**src/rtl/sdram_bus_pkg.sv**
```systemverilog
`default_nettype none
// ============================================================================
// Package     : sdram_bus_pkg
// Description : Shared types and constants for the SDRAM system-bus arbiter.
// Revision    : 1.0 - initial release
// ============================================================================
package sdram_bus_pkg;

  // Number of masters sharing the SDRAM request port
  localparam int NUM_MASTERS = 2;

  // Master identifier carried through the read-ID FIFO
  typedef logic [0:0] mid_t;

  // Arbiter state: no grant, or one master owns the slave port
  typedef enum logic [0:0] {
    IDLE = 1'b0,
    BUSY = 1'b1
  } state_t;

endpackage
`default_nettype wire

```
**src/rtl/sync_fifo.sv**
```systemverilog
`default_nettype none
// ============================================================================
// Module      : sync_fifo
// Description : Single-clock FIFO with combinational head output. A push into
//               a full FIFO is accepted only when a pop happens the same cycle.
// Revision    : 1.0 - initial release
// ============================================================================
module sync_fifo #(
  parameter int WIDTH = 1,
  parameter int DEPTH = 4
) (
  input  logic             clk,
  input  logic             rst_n,
  input  logic             push,
  input  logic             pop,
  input  logic [WIDTH-1:0] din,
  output logic [WIDTH-1:0] dout,
  output logic             full,
  output logic             empty
);

  localparam int PW = $clog2(DEPTH);
  localparam int CW = PW + 1;

  logic [WIDTH-1:0] r_mem [DEPTH];
  logic [PW-1:0]    r_wr_ptr;
  logic [PW-1:0]    r_rd_ptr;
  logic [CW-1:0]    r_count;
  logic             w_do_push;
  logic             w_do_pop;

  assign full      = (r_count == CW'(DEPTH));
  assign empty     = (r_count == '0);
  assign w_do_pop  = pop & ~empty;
  assign w_do_push = push & (~full | w_do_pop);
  assign dout      = r_mem[r_rd_ptr];

  // Storage array; contents need no reset because count gates validity
  always_ff @(posedge clk) begin
    if (w_do_push) begin
      r_mem[r_wr_ptr] <= din;
    end
  end

  // Pointers wrap naturally; count tracks occupancy 0..DEPTH
  always_ff @(posedge clk) begin
    if (!rst_n) begin
      r_wr_ptr <= '0;
      r_rd_ptr <= '0;
      r_count  <= '0;
    end else begin
      if (w_do_push) begin
        r_wr_ptr <= r_wr_ptr + PW'(1);
      end
      if (w_do_pop) begin
        r_rd_ptr <= r_rd_ptr + PW'(1);
      end
      r_count <= r_count + CW'(w_do_push) - CW'(w_do_pop);
    end
  end

endmodule
`default_nettype wire

```
**src/rtl/sdram_bus_arb.sv**
```systemverilog
`default_nettype none
// ============================================================================
// Module      : sdram_bus_arb
// Description : Two-master round-robin arbiter in front of the SDRAM
//               controller request port. Read responses return in order and
//               are steered back to the issuing master via an ID FIFO.
// Revision    : 1.0 - initial release
// ============================================================================
module sdram_bus_arb
  import sdram_bus_pkg::*;
#(
  parameter int AW      = 16,
  parameter int DW      = 16,
  parameter int MAX_OUT = 4
) (
  input  logic          clk,
  input  logic          rst_n,
  input  logic [AW-1:0] m0_address,
  input  logic          m0_wvalid,
  input  logic [DW-1:0] m0_wdata,
  output logic          m0_wready,
  input  logic          m0_rvalid,
  output logic          m0_rready,
  output logic          m0_rrvalid,
  output logic [DW-1:0] m0_rdata,
  input  logic [AW-1:0] m1_address,
  input  logic          m1_wvalid,
  input  logic [DW-1:0] m1_wdata,
  output logic          m1_wready,
  input  logic          m1_rvalid,
  output logic          m1_rready,
  output logic          m1_rrvalid,
  output logic [DW-1:0] m1_rdata,
  output logic [AW-1:0] s_address,
  output logic          s_wvalid,
  output logic          s_rvalid,
  output logic [DW-1:0] s_wdata,
  input  logic          s_wready,
  input  logic          s_rready,
  input  logic          s_rrvalid,
  input  logic [DW-1:0] s_rdata,
  output logic          err_unexp_rsp
);

  localparam int IDW = $clog2(NUM_MASTERS);

  state_t          r_state;
  state_t          w_state_nxt;
  mid_t            r_gnt;
  mid_t            w_gnt_nxt;
  mid_t            r_last;
  mid_t            w_last_nxt;
  logic            r_err;

  logic            w_elig0;
  logic            w_elig1;
  logic            w_g_wvalid;
  logic            w_g_rvalid;
  logic [AW-1:0]   w_g_address;
  logic [DW-1:0]   w_g_wdata;
  logic            w_push;
  logic            w_pop;
  logic            w_full;
  logic            w_empty;
  logic [IDW-1:0]  w_head;

  // A read is only eligible while the ID FIFO has room; writes always are
  assign w_elig0 = m0_wvalid | (m0_rvalid & ~w_full);
  assign w_elig1 = m1_wvalid | (m1_rvalid & ~w_full);

  assign w_g_wvalid  = (r_gnt == 1'b0) ? m0_wvalid  : m1_wvalid;
  assign w_g_rvalid  = (r_gnt == 1'b0) ? m0_rvalid  : m1_rvalid;
  assign w_g_address = (r_gnt == 1'b0) ? m0_address : m1_address;
  assign w_g_wdata   = (r_gnt == 1'b0) ? m0_wdata   : m1_wdata;

  // Next-state, grant selection and slave-side request muxing
  always_comb begin
    w_state_nxt = r_state;
    w_gnt_nxt   = r_gnt;
    w_last_nxt  = r_last;
    s_address   = '0;
    s_wdata     = '0;
    s_wvalid    = 1'b0;
    s_rvalid    = 1'b0;
    w_push      = 1'b0;
    case (r_state)
      IDLE: begin
        if (w_elig0 | w_elig1) begin
          w_state_nxt = BUSY;
          if (w_elig0 & w_elig1) begin
            w_gnt_nxt = ~r_last;
          end else begin
            w_gnt_nxt = w_elig1 ? 1'b1 : 1'b0;
          end
        end
      end
      BUSY: begin
        s_address = w_g_address;
        s_wdata   = w_g_wdata;
        s_wvalid  = w_g_wvalid;
        // A write wins over a read presented in the same cycle
        s_rvalid  = w_g_rvalid & ~w_g_wvalid;
        if ((s_wvalid & s_wready) | (s_rvalid & s_rready)) begin
          w_last_nxt  = r_gnt;
          w_state_nxt = IDLE;
          w_push      = s_rvalid & s_rready;
        end else if (!w_g_wvalid && !w_g_rvalid) begin
          // Master withdrew its request: release without a transfer
          w_state_nxt = IDLE;
        end
      end
      default: begin
        w_state_nxt = IDLE;
      end
    endcase
  end

  // State, grant and round-robin history registers
  always_ff @(posedge clk) begin
    if (!rst_n) begin
      r_state <= IDLE;
      r_gnt   <= 1'b0;
      r_last  <= 1'b1;
    end else begin
      r_state <= w_state_nxt;
      r_gnt   <= w_gnt_nxt;
      r_last  <= w_last_nxt;
    end
  end

  // Readies only reach the granted master, and only for the request type
  // actually forwarded, so a master holding both valids never sees rready
  assign m0_wready = (r_gnt == 1'b0) & s_wvalid & s_wready;
  assign m1_wready = (r_gnt == 1'b1) & s_wvalid & s_wready;
  assign m0_rready = (r_gnt == 1'b0) & s_rvalid & s_rready;
  assign m1_rready = (r_gnt == 1'b1) & s_rvalid & s_rready;

  sync_fifo #(
    .WIDTH (IDW),
    .DEPTH (MAX_OUT)
  ) u_id_fifo (
    .clk   (clk),
    .rst_n (rst_n),
    .push  (w_push),
    .pop   (w_pop),
    .din   (r_gnt),
    .dout  (w_head),
    .full  (w_full),
    .empty (w_empty)
  );

  // Responses are steered by the FIFO head with no added latency
  assign w_pop      = s_rrvalid & ~w_empty;
  assign m0_rrvalid = w_pop & (w_head == 1'b0);
  assign m1_rrvalid = w_pop & (w_head == 1'b1);
  assign m0_rdata   = s_rdata;
  assign m1_rdata   = s_rdata;

  // Sticky flag for a response arriving with nothing outstanding
  always_ff @(posedge clk) begin
    if (!rst_n) begin
      r_err <= 1'b0;
    end else if (s_rrvalid && w_empty) begin
      r_err <= 1'b1;
    end
  end

  assign err_unexp_rsp = r_err;

endmodule
`default_nettype wire

```
**config.mk**
```make
export PLATFORM = sky130hd
export DESIGN_NAME = sdram_bus_arb
export DESIGN_NICKNAME = d
export VERILOG_FILES = /design/src/rtl/sdram_bus_pkg.sv /design/src/rtl/sync_fifo.sv /design/src/rtl/sdram_bus_arb.sv
export SDC_FILE = /design/constraint.sdc
export NUM_CORES = 1
export LEC_CHECK = 0
export ABC_AREA = 0
export BUFFER_PORTS_ARGS = -buffer_cell sky130_fd_sc_hd__buf_2
export CORE_MARGIN = 3
export CORE_UTILIZATION = 40
export DETAILED_ROUTE_END_ITERATION = 8
export PLACE_DENSITY_LB_ADDON = 0.15
export SLEW_MARGIN = 20
export SYNTH_ARGS = -nofsm -noshare
export SYNTH_HDL_FRONTEND = slang
export SYNTH_SLANG_ARGS = --single-unit
```
**constraint.sdc**
```tcl
create_clock -name clk -period 3.8 [get_ports clk]
set_input_delay 0 -clock clk [delete_from_list [all_inputs] [get_ports clk]]
set_output_delay 0 -clock clk [all_outputs]
set_load 0.005 [all_outputs]
```
Yosys cells after proc, flatten, opt, wreduce, memory -nomap -nowiden
Memory sizes are Yosys's and may differ from the RTL's. A register that Yosys moved wholly into a read port is not among the register bits. Cells that the tools add are included.

Input port bits: 89. Output and inout bits: 73. Register bits: 11. Memories: 1. Word-level logic and storage cells: 71. RAM bits: 4.

Bitwise operators: 31. Add/subtract/negate cells: 4. Muxes and demuxes: 20. Equality and inequality tests: 1. Reductions and logical operators: 7.

Memory list: u_id_fifo.r_mem (words 4, width 1, read ports 1, clocked after memory_dff 1, write ports 1, line sync_fifo.sv:25) `logic [WIDTH-1:0] r_mem [DEPTH];`.

Operators with widths (number): $mux 16 (4); $and 1x1->1 (19); $mux 1 (13); $not 1->1 (7); $or 1x1->1 (5); $add 2x1->2 const B (2); $mux 2 (2); $reduce_and 2->1 (2); $add 3x1->3 (1); $eq 3x3->1 const B (1); $logic_not 3->1 (1); $sub 3x1->3 (1); $logic_and 1x1->1 (2); $logic_not 1->1 (2); $pmux 1 s2 (1).

Logic depth before layout (Yosys ltp)
Depth in word-level cells: 10. Gate-level depth with buffers: 9. Mapped depth without buffers: 9.

Modules after synthesis
Synthesis repeated with hierarchy kept, for this count alone.

Cells, all modules: 200. Area, all modules: 1682.9 um^2.

Modules (own cells, without submodules): sdram_bus_arb (times used 1, cells an instance 148, area each 1064.8 um^2, seq. area each 80.1 um^2); sync_fifo (times used 1, cells an instance 52, area each 618.1 um^2, seq. area each 300.3 um^2).

Worst setup path after synthesis
OpenSTA, ideal clock, no wires.

Path kind: register to register. From: register u_id_fifo.r_count[1]. To: register u_id_fifo.r_count[2]. Arrival time: 1.998 ns. Setup time: 0.115 ns. Period minus slack after synthesis: 2.113 ns. Path slack: 1.687 ns. Path buffers: 0. Cell stages (with the launch flop): 10. Required time: 3.685 ns. Cell sequence: dfxtp_1 o31a_2 ha_1 inv_1 ha_1 inv_1 fa_1 xnor2_1 xnor2_1 and2_1.

Longest elaborated chain between the ends: 8. Elaborated cells between the ends (all ways): 10. Those cells by class: add/sub: 2; eq/ne: 1; bitwise: 6; reduce/logical: 1.

Ends and longest elaborated chain: start: declaration (line sync_fifo.sv:28) `logic [CW-1:0] r_count;`; start signal: assignment (line sync_fifo.sv:58) `r_count <= r_count + CW'(w_do_push) - CW'(w_do_pop);`; $logic_not 3->1 * (line sync_fifo.sv:33) `assign empty = (r_count == '0);`; $not 1->1 * (line sync_fifo.sv:34, sdram_bus_arb.sv:153); $and 1x1->1 (line sdram_bus_arb.sv:153) `assign w_pop = s_rrvalid & ~w_empty;`; $and 1x1->1 * (line sync_fifo.sv:34) `assign w_do_pop = pop & ~empty;`; net u_id_fifo.w_do_pop (line sync_fifo.sv:30) `logic w_do_pop;`; $or 1x1->1 (line sync_fifo.sv:35) `assign w_do_push = push & (~full | w_do_pop);`; $and 1x1->1 (line sync_fifo.sv:35); $add 3x1->3 (line sync_fifo.sv:58); $sub 3x1->3 * (line sync_fifo.sv:58).

Mark *: on every way through the listed nets, which the timed path passes. The rest lies on a longest branch. A chain may end at the register's enable or synchronous reset.

Final worst setup path
Ends and elaborated chain as after synthesis.

==> results.sh <==
export IMPL_reg2reg_slack_ps=1570
export IMPL_wl_um=4770
export IMPL_synth_distinct_cells=39
export IMPL_synth_top_area_share_pct=19.3
export IMPL_cts_buffers=3
export IMPL_placementRows=22
export IMPL_rr_endpoint="u_id_fifo.r_count[2]"
export IMPL_grt_remaining_overflow=0
export IMPL_power_density_nw_per_um2=369
export IMPL_ios=162
export IMPL_gr_usage_all_layers_pct=18.2
export IMPL_gp_congestion=0.764
export IMPL_r2r_start="u_id_fifo.r_count[1]"
export IMPL_yosys_area_top_type="mux2i_1"
export IMPL_postCtsSetupBuffers=0
export IMPL_synth_top_cells_by_count="nor2_1, buf_4, mux2i_1"
export IMPL_fin_crit_sh_pct=58.6
export IMPL_synth_seq_cells=17
export IMPL_yosys_cell_count_top_type="nor2_1"
export IMPL_max_freq_mhz=449
export IMPL_grt_antenna_before_repair=0
export IMPL_drc=0
export IMPL_layout_drive_gt1_share_pct=48.0
export IMPL_cts_tree="built"
export IMPL_cts_hold_buffers=0
export IMPL_num_vias=1526
export IMPL_grt_pass1_wl_um=7370
export IMPL_ys_seq_area_share_pct=22.9
export IMPL_crit_family="adder cells"
export IMPL_hp_class="in -> out"
export IMPL_r2r_cells=9
export IMPL_die_h_um=70.4
export IMPL_ctsResizeCount=0
export IMPL_hold_start="s_rdata[5]"
export IMPL_whs_ps=0.00226
export IMPL_n_antenna_cell=0
export IMPL_clockBufferDepth=2
export IMPL_utilization_pct=54.0
export IMPL_required_ps=3950
export IMPL_holdPathEnd="m1_rdata[5]"
export IMPL_synthCells=196
export IMPL_syn_num_nets=292
export IMPL_leakage_nw=1.05
export IMPL_critPathKind="reg -> reg"
export IMPL_finalCriticalPeriod_ps=2230
export IMPL_slowest_delay_ps=410
export IMPL_start_util_pct=43.4
export IMPL_syn_area_um2=1660
export IMPL_ys_flop_type="dfxtp_1"
export IMPL_fin_worst_skew_ps=0.611
export IMPL_cp_data_arrival_time_ps=2380
export IMPL_first_global_vias=1475
export IMPL_die_area_um2=4960
export IMPL_insertion_delay_ps=250
export IMPL_path_cells="o31a_2 -> ha_1 -> inv_1 -> ha_1 -> inv_1 -> fa_1 -> xnor2_1 -> xnor2_1 -> and2_1"
export IMPL_grt_max_degree=46
export IMPL_path_max_fanout=6
export IMPL_coreArea_um2=3830
export IMPL_area_growth_pct=24.4
export IMPL_synthArstFlopShare_pct=0
export IMPL_max_vdd_ir_drop_mv=0.209
export IMPL_fin_tns_setup_ps=0
export IMPL_rsz0062_at_grt="false"
export IMPL_cp_end_kind="register"
export IMPL_drt_iter0_markers=71
export IMPL_tightest_slew_ps=616
export IMPL_setup_violations_final=0
export IMPL_postSynthAreaPerCell_um2=8.47
export IMPL_status="finished clean"
export IMPL_routedWlPerCell_um=14.9
export IMPL_numClockSinks=17
export IMPL_path_buf_inv=2
export IMPL_worst_path_max_delay_cell="o31a_2"
export IMPL_root_buffer="clkbuf_8"
export IMPL_clkTransAtPathRegs_ps=70
export IMPL_nets=370
export IMPL_dr_pass1_iters=4
export IMPL_post_dp_hpwl_um=4050
export IMPL_viasPerCell=4.75
export IMPL_power_total_w=0.000762
export IMPL_port_buffers=113
export IMPL_holdPathStages=0
export IMPL_synthTopCellsByArea="mux2i_1, dfxtp_1, buf_4, nor2_1, edfxtp_1"
export IMPL_die_w_um=70.4
export IMPL_ys_warn_count=0
export IMPL_finalMaxSlewViolations=0
export IMPL_maxCapViolCount=0
export IMPL_ant_nets=0
export IMPL_htreeDepth=1
export IMPL_cp_start_kind="register"
export IMPL_synth_edff_count=4
export IMPL_slew_headroom_pct=58.9
export IMPL_finalHoldViolCount=0
placed cells by master, fill, tap and decap left out, types with 3 or more instances in the layout:
cell and instances:
and2_2 4, buf_2 113, o21ai_0 4, and2_1 8, edfxtp_1 4, nor2_1 36, dfxtp_1 12, inv_1 7
nand2_1 3, nor2b_1 3, mux2i_1 32, clkbuf_8 3, a21oi_1 4, ha_1 6, xnor2_1 4
routing by layer:
layer | track usage (%) | vias to the layer above | share of wire [%]
met5 | 0 | - | 0
met4 | 1.91 | 0 | 0.10
met3 | 5.47 | 2 | 7.2
met2 | 35.2 | 77 | 56
met1 | 19.7 | 668 | 36
li1 | - | 779 | -
report_power, final:
group,internal (W),total [W],leakage (nW),switching [W]
logic,0.000196,0.000367,0.878,0.000171
registers,0.000224,0.000261,0.144,0.0000368
clock network,0.0000727,0.000134,0.0255,0.0000616
kinds of logic (layout without fill, tap and decap cells):
| kind of cell | Yosys count | after routing | share of synthesized area [%] |
|---|---|---|---|
| mux | 34 | 34 | 21.6 |
| fa+ha+maj | 7 | 7 | 5.73 |
| flops | 17 | 17 | 22.9 |
| xor+xnor | 5 | 5 | 2.64 |
| compound gates | 17 | 17 | 7.61 |
| simple gates | 66 | 66 | 20.7 |
| buf+inv | 50 | 127 | 18.8 |
through the flow:
| stage | worst slack, ps | instances | instance area, µm² |
|---|---|---|---|
| floorplan | 1690 | 196 | 1660 |
| global placement | 1630 | 317 | 2020 |
| detailed placement | 1570 | 317 | 2020 |
| CTS | 1550 | 321 | 2070 |
| global route | 1470 | 321 | 2070 |
| finish | 1570 | 321 | 2070 |
how the worst max path moves through the flow:
stage / startpoint / endpoint / slack (ps) / cells after the start
after floorplan: u_id_fifo.r_count[1] / u_id_fifo.r_count[2] / 1690 / 9
after global placement: u_id_fifo.r_count[1] / u_id_fifo.r_count[2] / 1630 / 9
after detailed placement: u_id_fifo.r_count[1] / u_id_fifo.r_count[2] / 1570 / 9
after CTS: u_id_fifo.r_count[1] / u_id_fifo.r_count[2] / 1550 / 9
after global routing: u_id_fifo.r_count[1] / u_id_fifo.r_count[2] / 1470 / 9
final: u_id_fifo.r_count[1] / u_id_fifo.r_count[2] / 1570 / 9
cell type report:
class                      instances  area, µm²
inverter                           8       30.0
tap                               48       60.1
clock inverter                     1       5.00
fill                             392       1760
timing repair buffer             115        581
multi-input combinational        129        967
sequential                        17        382
clock buffer                       3       41.3
(Power assumes the default switching activity.)
